==> src/rtl/nibble_serial_adder.sv <==
// nibble_serial_adder: adds two NIBBLES-wide operands one nibble per cycle
// through an external combinational 4-bit adder, with valid/ready handshakes.
module nibble_serial_adder #(
  parameter int NIBBLES = 4
) (
  input  logic                 clk,
  input  logic                 rst_n,
  input  logic                 in_valid,
  output logic                 in_ready,
  input  logic [4*NIBBLES-1:0] op_a,
  input  logic [4*NIBBLES-1:0] op_b,
  input  logic                 cin,
  output logic [3:0]           add_a,
  output logic [3:0]           add_b,
  output logic                 add_cin,
  input  logic [3:0]           add_sum,
  input  logic                 add_cout,
  output logic                 out_valid,
  input  logic                 out_ready,
  output logic [4*NIBBLES-1:0] result,
  output logic                 cout
);
  typedef enum logic [1:0] {IDLE, RUN, DONE} state_t;
  state_t state, state_nx;
  logic [4*NIBBLES-1:0] a_q, b_q;
  logic [2:0] idx;
  logic carry, run, last;
  assign run  = state == RUN;
  assign last = idx == 3'(NIBBLES-1);
  assign cout = carry;
  always_ff @(posedge clk or negedge rst_n)
    if (!rst_n) state <= IDLE;
    else state <= state_nx;
  always_ff @(posedge clk or negedge rst_n)
    if (!rst_n) begin
      a_q    <= '0;
      b_q    <= '0;
      idx    <= '0;
      carry  <= 1'b0;
      result <= '0;
    end else if (state == IDLE && in_valid) begin
      a_q   <= op_a;
      b_q   <= op_b;
      carry <= cin;
      idx   <= '0;
    end else if (run) begin
      result[4*idx +: 4] <= add_sum;
      carry              <= add_cout;
      idx                <= idx + 3'd1;
    end
  always_comb begin
    state_nx  = (state == IDLE && in_valid)  ? RUN  :
                (run && last)                ? DONE :
                (state == DONE && out_ready) ? IDLE :
                (state == RUN || state == DONE) ? state : IDLE;
    in_ready  = state == IDLE;
    out_valid = state == DONE;
    add_a     = run ? a_q[4*idx +: 4] : 4'd0;
    add_b     = run ? b_q[4*idx +: 4] : 4'd0;
    add_cin   = run & carry;
  end
endmodule

==> config.mk <==
export PLATFORM = sky130hd
export DESIGN_NAME = nibble_serial_adder
export DESIGN_NICKNAME = d
export VERILOG_FILES = /design/src/rtl/nibble_serial_adder.sv
export SDC_FILE = /design/constraint.sdc
export NUM_CORES = 1
export LEC_CHECK = 0
export CORE_MARGIN = 10
export CORE_UTILIZATION = 40
export DETAILED_ROUTE_END_ITERATION = 16
export MAX_ROUTING_LAYER = met4
export PLACE_DENSITY = 0.66
export SLEW_MARGIN = 20
export SYNTH_ARGS = -nofsm -noshare
export SYNTH_HDL_FRONTEND = slang
export SYNTH_SLANG_ARGS = --single-unit
==> constraint.sdc <==
create_clock -name clk -period 6 [get_ports clk]
set_input_delay 1.2 -clock clk [delete_from_list [all_inputs] [get_ports clk]]
set_output_delay 1.2 -clock clk [all_outputs]
set_load 0.02 [all_outputs]
==> out/results.tsv <==
metric	value	unit
pwr dens	572	nW/um^2
port bufs	69	
largest area contributor in the netlist	dfrtp_1	
CTS Buffer Depth	2	
Final GP Congestion	0.722	
Flop pwr share	35.5	%
synth unique cells	30	
layout cells sized above 1	30.3	%
global route overflow	0	
Final TNS setup	0	ps
sequential fraction of the synthesis area	51.7	%
skew final	13.4	ps
Post-DRT Antenna Nets	0	
final worst-path cycle share	61.4	%
Hold Crit Class	reg -> reg	
vias in the first global route	1688	
measured slew at the worst slew-check pin	747	ps
Psw	664	uW
Final min period	3680	ps
crit path max fanout	14	
Place WS	2650	ps
Pint	1.29	mW
n_diodes	0	
DR WL/cell	18.8	um
die width	101	um
Final Routed Wirelength	5.78	mm
Sw Share	34.0	%
Core Region	6350	sq um
H-tree levels	2	
area grow syn2layout	30.6	%
top cells by area, synth	dfrtp_1, mux2_4, mux4_2	
nets	276	
CP required	4800	ps
clock slew at reported path FFs	110	ps
critical path class	reg -> out	
Die Span Y	101	um
Fmax	272	MHz
Final Hold Viols	0	
Hold Buf Count CTS	0	
Setup crit start kind	flip-flop	
critical path launch point	idx[0]	
final worst slack	2320	ps
Max-slew headroom	50.2	%
Net Count, Synth	207	
DIE AREA	10200	sq um
max_cap viols	0	
clock group share of total power	12.7	%
Total Power	1.95	mW
syn_area_per_cell	16.2	sq um
final setup vio count	0	
Yosys reg bits	54	
post-CTS sizing	0	
drt drc	0	
drt first pass iters	4	
commonest non-fill, non-tap cells in the layout	clkdlybuf4s50_1, dfrtp_1, mux2_4, mux2_2	
yosys synthesis warning count	0	
Worst-Skew Late Latency	310	ps
top cell type's share of synthesized area	51.7	%
Crit path arrival time	2480	ps
Max VDD drop	262	uV
all-layer global routing usage	12.1	%
max-slew violations	0	
clock sinks	54	
Syn Inst Count	161	
Post-CTS Setup Inserts	0	
CTS tree	yes	
mapped cell area	2620	sq um
antenna violations before repair	0	
# rows	29	
unrepaired setup endpoints after global routing	false	
Root Driver	clkbuf_8	
first-pass GRT wire length	9.34	mm
largest net degree at the start of global routing	55	
initial drt markers	59	
via count	1557	
HPWL after DPL	4.13	mm
leakage	1.48	nW
Vias/cell	5.06	
RR Startpoint	idx[0]	
min-delay src	result[11]	
Initial Util	41.2	%
status	complete, no violations	
Crit. End Element	primary output	
Logic pwr share	51.7	%
CTS buffer count	5	
FILL cells	528	
commonest non-fill, non-tap cell in the layout	clkdlybuf4s50_1	
I/O Pins	70	
==> power by group through the flow <==
stage          registers (mW)  clock network (mW)  logic, mW
3_3_place_gp            0.700                   0       1.01
2_1_floorplan           0.713                   0      0.668
4_1_cts                 0.698               0.257       1.03
5_1_grt                 0.726               0.274       1.08
6_report                0.694               0.249       1.01
3_5_place_dp            0.701                   0       1.02
==> cells by family (layout without fill, tap and decap cells) <==
kind of cell | after synthesis | count (layout) | share of synthesized area, %
compound gates | 9 | 9 | 2.58
fa+ha+maj | 4 | 4 | 1.91
buf+inv | 12 | 82 | 4.45
flops | 54 | 54 | 51.7
mux | 56 | 56 | 32.4
simple gates | 26 | 26 | 6.94
==> per-layer routing <==
metal	vias to the layer above	routed length, um	global-route usage, %
li1	726	-	-
met1	789	2540	15.4
met2	37	2890	18.3
met3	5	308	3.57
met4	0	38	3.26
met5	-	0	-
==> sequential cells by signal, indices dropped and copies added (netlist names) <==
register / count
cout: 1
result: 16
b_q: 16
idx: 3
state: 2
a_q: 16
==> per-stage QoR <==
stage,instances,area (sq um),utilization [%],hold slack (ps)
after global placement,300,3300,52.0,474
after global routing,308,3420,53.8,521
final,308,3420,53.8,496
after floorplan,161,2620,-,475
after CTS,308,3420,53.8,499
after detailed placement,300,3300,52.0,476
==> synthesized netlist by cell type <==
cell      instances
mux2_1            1
mux2_2           13
nand4_1           1
o21ai_0           2
a221o_1           1
and2b_1           2
dfrtp_1          54
nand3b_1          2
a22o_1            2
nor2_2            1
nor2b_1           3
ha_1              4
nand2b_1          1
buf_12            3
o21bai_1          1
and2_1            1
mux4_2            8
o2111a_2          1
and3_1            8
and2_4            1
clkbuf_1          2
mux2_4           34
and4bb_4          1
and3_4            1
inv_1             4
nor4_1            1
buf_6             3
or2b_1            1
nand2_1           2
a21oi_1           2
==> worst max-delay path, cell delays in order, from the launching register on <==
cell and delay [ps]:
dfrtp_1 840, mux4_2 580, and3_1 200, clkdlybuf4s50_1 540
==> final cells by class <==
type | instances | area, sq um | area share (%)
well taps | 77 | 96.3 | 2.82
inverters | 4 | 15.0 | 0.440
multi-input cells | 95 | 1150 | 33.6
clock buffers | 5 | 68.8 | 2.01
flip-flops and latches | 54 | 1350 | 39.6
clock inverters | 3 | 43.8 | 1.28
repair buffers | 70 | 693 | 20.3
==> path summary, 6_finish.rpt <==
kind                       slack (ps)  cells after the start    endpoint
min in group asynchronous        1000                      2    state[0]
max in group asynchronous        4520                      2  result[15]
min                               500                      1  result[11]
min reg2reg                       500                      1  result[11]
max                              2320                      3    add_a[2]
max reg2reg                      3430                      6  result[10]
Note: power is estimated with default switching activity, not from simulation.
==> patch 1: new RTL, same settings <==
The 3 states of `state_t` get a one-hot encoding in 3 bits.
--- a/src/rtl/nibble_serial_adder.sv
+++ b/src/rtl/nibble_serial_adder.sv
@@ -20,7 +20,7 @@
   output logic [4*NIBBLES-1:0] result,
   output logic                 cout
 );
-  typedef enum logic [1:0] {IDLE, RUN, DONE} state_t;
+  typedef enum logic [2:0] {IDLE = 3'b001, RUN = 3'b010, DONE = 3'b100} state_t;
   state_t state, state_nx;
   logic [4*NIBBLES-1:0] a_q, b_q;
   logic [2:0] idx;
Function: same outputs for any inputs over 10 cycles, from zero or initial values and one cycle with rst_n low; not proved beyond that.
==> patch 1 against the unedited design <==
Count of clock-buffer cells in the layout up 1. Worst setup slack better by 0.062 ns. Power down 22%. Cell area down 2.9%. Sequential cell count up 1. Largest power group is now sequential cells. Synthesized area down 5.3%. Routed wire length down 10%. Critical path type unchanged. Sequential power down 4.2%. Critical endpoint unchanged.
==> patch 1: results (changes against the unedited design) <==
=================================================================================
Result of the run                                                    finished, final reports clean
Pre-CTS WS                                                                2.65 ns   -0.00238 ns
Routed wire length                                                        5.20 mm   -10%
Mapped Avg Cell Area                                                     15.4 µm²   -5.3%
Sequential fraction of the synthesis area                                   55.6%   +3.9 points
Static leakage                                                            1.36 nW   -8.2%
Largest buffer count on any clock path                                          2   unchanged
Worst-path clk slew                                                       0.09 ns   -0.02 ns
Final cycle utilization of the critical path                                60.3%   -1.0 points
First-pass detailed-route iteration total                                       5   +1
Post-cts gate resize count                                                      0   unchanged
GR Util All Layers                                                          11.3%   -0.78 points
GPL Wtd Cong                                                                0.703   -2.6%
Fraction of synthesis flops using an asynchronous set or reset pin           100%   unchanged
Number of antenna violations at the first check in global routing               0   unchanged
Share of cells above drive strength 1                                       30.7%   +0.43 points
Cell total after placement                                                    299   -0.33%
Final std cells w/o fill                                                      306   -0.65%
Arrival time reported for the critical path endpoint                      2.42 ns   -0.06 ns
Peak VDD IR                                                              0.210 mV   -20%
Largest net degree at the start of global routing                              56   +1.8%
Leading cell types by count after synthesis                          sky130_fd_sc_hd__dfrtp_1, sky130_fd_sc_hd__mux2_2, sky130_fd_sc_hd__nor2b_1
Number of vias after detailed routing                                        1542   -0.96%
Clock Root Buffer                                                    sky130_fd_sc_hd__clkbuf_8
Wire length of the first global-routing pass                              8.83 mm   -5.5%
Tightest slew margin relative to the limit                                  38.1%   -12 points
H-tree Lvls                                                                     2   unchanged
Count of different cell masters after synthesis                                29   -3.3%
Leading cell types by total area after synthesis                     sky130_fd_sc_hd__dfrtp_1, sky130_fd_sc_hd__mux2_2, sky130_fd_sc_hd__mux4_2
Final net count                                                               277   +0.36%
Most used DFF post-synth                                             sky130_fd_sc_hd__dfrtp_1
Number of global-route vias before repair                                    1691   +0.18%
Detailed Route Iter0 Violations                                                40   -32%
Clk Latency, worst-skew pair                                              0.29 ns   -0.02 ns
=================================================================================
[patch 1: changes by cell type in the layout (fill, tap and decap cells not counted), sizes merged, moves of 2 or more]
cell,change
o21ai,-2
nor2b,+8
nor3,+2
and3,-9
nand2,-2
and2b,-2
a21oi,-2
nor3b,+4
a21o,+2
[patch 1: layer usage]
metal | part of all wire, % | vias to the layer above | GRT usage (%)
met3 | 7.9 | 0 | 4.54
li1 | - | 726 | -
met4 | 0 | 0 | 1.65
met2 | 46 | 49 | 17.0
met1 | 46 | 767 | 14.3
met5 | 0 | - | -
[patch 1: cell type report]
class / instances / area [µm²]
clock buffers: 6 / 82.6
flip-flops and latches: 55 / 1380
clock inverters: 1 / 5.00
inverters: 4 / 15.0
multi-input cells: 95 / 1050
fillers: 538 / 2640
repair buffers: 70 / 693
well taps: 75 / 93.8
[patch 1: through the flow]
stage,power [mW],instance area (µm²)
2_1_floorplan,1.11,2480
3_3_place_gp,1.33,3230
3_5_place_dp,1.35,3230
4_1_cts,1.56,3320
5_1_grt,1.64,3320
6_report,1.53,3320
[patch 1: path summary, 6_finish.rpt]
path | slack [ns] | cells past startpoint | endpoint | start
max | 2.38 | 3 | add_a[2] | idx[0]
min | 0.51 | 1 | result[1] | result[1]
max reg2reg | 3.53 | 6 | result[9] | idx[0]
min reg2reg | 0.51 | 1 | result[1] | result[1]
max in group asynchronous | 4.53 | 2 | b_q[5] | rst_n
min in group asynchronous | 1.03 | 2 | result[8] | rst_n
[patch 1: where the power goes]
| group | switching (mW) | internal, mW | total [mW] |
|---|---|---|---|
| sequential | 0.123 | 0.543 | 0.665 |
| clock | 0.109 | 0.0908 | 0.200 |
| combinational | 0.251 | 0.411 | 0.662 |
| total | 0.483 | 1.04 | 1.53 |
[patch 1: cells by family after synthesis]
| kind of cell | count (synthesis) | share of synthesized area (%) |
|---|---|---|
| AO/OA/AOI/OAI | 7 | 2.27 |
| adder cells (fa/ha/maj) | 4 | 2.02 |
| buffers and inverters | 11 | 1.97 |
| flip-flops | 55 | 55.6 |
| multiplexers | 57 | 30.2 |
| AND/OR/NAND/NOR | 27 | 7.98 |
==> patch 2: new RTL, config.mk and constraints unchanged <==
Made on the original files. Change the parameter `NIBBLES` from 4 to 2.
--- a/src/rtl/nibble_serial_adder.sv
+++ b/src/rtl/nibble_serial_adder.sv
@@ -1,7 +1,7 @@
 // nibble_serial_adder: adds two NIBBLES-wide operands one nibble per cycle
 // through an external combinational 4-bit adder, with valid/ready handshakes.
 module nibble_serial_adder #(
-  parameter int NIBBLES = 4
+  parameter int NIBBLES = 2
 ) (
   input  logic                 clk,
   input  logic                 rst_n,
Ports: changed (resized op_a, op_b and result); port bits go from 70 to 46. The function was not compared with the original's and may differ.
==> patch 2 against the unedited design <==
Highest routed layer unchanged. Routed wire length is 43% lower. Worst setup slack better by 0.054 ns. Register-to-register slack better by 0.16 ns. Count of clock-buffer cells in the layout increased by 2. Sequential power down 45%. Final cell count is 33% lower. Synthesized area shrank 44%. Cell area is 42% lower. Sequential cell count shrank 24. Power down 48%. Die area decreased by 37%. Sequential share of layout area is 1.6 points lower.
==> patch 2: results (changes against the unedited design) <==
================================================================================
Non-clock buffer instance count of the final layout                           46   -34%
Sequential fraction of the synthesis area                                  51.6%   about the same
Maximum fanout along the worst path                                           10   -4
Routed wire length                                                       3.32 mm   -43%
Result of the run                                                   finished, final reports clean
Sequential cell count of the final layout                                     30   -44%
Multi-input gates                                                             72   -24%
Depth of the most critical reg-to-reg path                                     7   +1
Arrival time reported for the critical path endpoint                     2.43 ns   -0.05 ns
Clock network fraction of total power                                      11.1%   -1.6 points
GPL Wtd Cong                                                               0.694   -3.9%
Clk Latency, worst-skew pair                                             0.33 ns   +0.02 ns
Number of global-route vias before repair                                   1155   -32%
Worst reg2reg endpoint                                                 result[0]
GR Util All Layers                                                         11.5%   -0.58 points
Post-detailed-placement cell area                                       1930 µm²   -42%
Worst-path clk slew                                                      0.09 ns   -0.02 ns
Startpoint of the worst setup timing path                               state[0]
Non-clock inverter count                                                       6   +2
Number of clock buffers inserted by TritonCTS                                  5   unchanged
Reg-to-reg slack, setup                                                  3.59 ns   +0.16 ns
Adder-cell area share of the yosys netlist                                 3.44%   +1.5 points
Peak VDD IR                                                             0.272 mV   +4.0%
Worst clock skew on the final layout                                  0.00531 ns   -0.00813 ns
Leading cell types by total area after synthesis                    sky130_fd_sc_hd__dfrtp_1, sky130_fd_sc_hd__mux2_2, sky130_fd_sc_hd__mux2i_1
H-tree Lvls                                                                    2   unchanged
Static leakage                                                          0.873 nW   -41%
Portion of netlist area occupied by mux cells                              25.1%   -7.3 points
Synthesized Nets                                                             144   -30%
Capture point of the worst path                                         add_b[3]
Detailed Route Iter0 Violations                                              105   +78%
Comb power frac                                                            51.0%   -0.7 points
Buffer share of cell area                                                  23.1%   +2.9 points
Clock Root Buffer                                                   sky130_fd_sc_hd__clkbuf_4
Share of cells above drive strength 1                                      20.5%   -9.8 points
Multi-input gate share of the layout cell area                             32.6%   -1.0 points
Clkbuf count                                                                   7   +2
Sw Ratio                                                                   37.8%   +3.8 points
Kind of cell with the highest combined delay on the critical path   simple AND/OR/NAND/NOR gates
Count of different cell masters after synthesis                               29   -3.3%
Sequential cell area share                                                 38.0%   -1.6 points
Wire length of the first global-routing pass                             5.60 mm   -40%
Critical Path Slowest Stage Cell                                    sky130_fd_sc_hd__or4b_1
Footprint of the flip-flops and latches                                  751 µm²   -44%
Largest registers                                                   a_q: 8 flops, b_q: 8 flops, result: 8 flops
Leading cell types by count after synthesis                         sky130_fd_sc_hd__dfrtp_1, sky130_fd_sc_hd__mux2_2, sky130_fd_sc_hd__nor2_1
HPWL Detailed                                                            2.47 mm   -40%
Layout filler cell count                                                     309   -41%
Avg Vias per Cell                                                           4.93   -2.4%
ClkCell Share                                                              2.28%   -1.0 points
Synthesized-area fraction occupied by ao, oa, aoi and oai cells            4.82%   +2.2 points
Largest incremental delay on the critical path                           0.69 ns   -0.15 ns
================================================================================
## patch 2: through the flow
stage               power (mW)  instances  util (%)  hold slack (ns)  setup WS, ns
floorplan                0.716        114         -            0.480          3.40
global placement         0.888        200      56.4            0.489          2.76
detailed placement       0.904        200      56.4            0.495          2.76
CTS                       1.02        207      57.7            0.515          2.36
global route              1.08        207      57.9            0.527          2.20
finish                    1.01        207      57.9            0.513          2.37
## patch 2: worst min-delay path by stage
stage | startpoint | end | cells past startpoint
floorplan | a_q[2] | a_q[2] | 1
global placement | b_q[0] | b_q[0] | 1
detailed placement | b_q[0] | b_q[0] | 1
CTS | b_q[0] | b_q[0] | 1
global route | result[1] | result[1] | 1
finish | b_q[0] | b_q[0] | 1
## patch 2: per-layer routing
| metal | global-route usage (%) | share of wire, % |
|---|---|---|
| met1 | 13.1 | 46 |
| met2 | 16.6 | 43 |
| met3 | 5.57 | 8.8 |
| met4 | 5.28 | 1.8 |
| met5 | - | 0 |
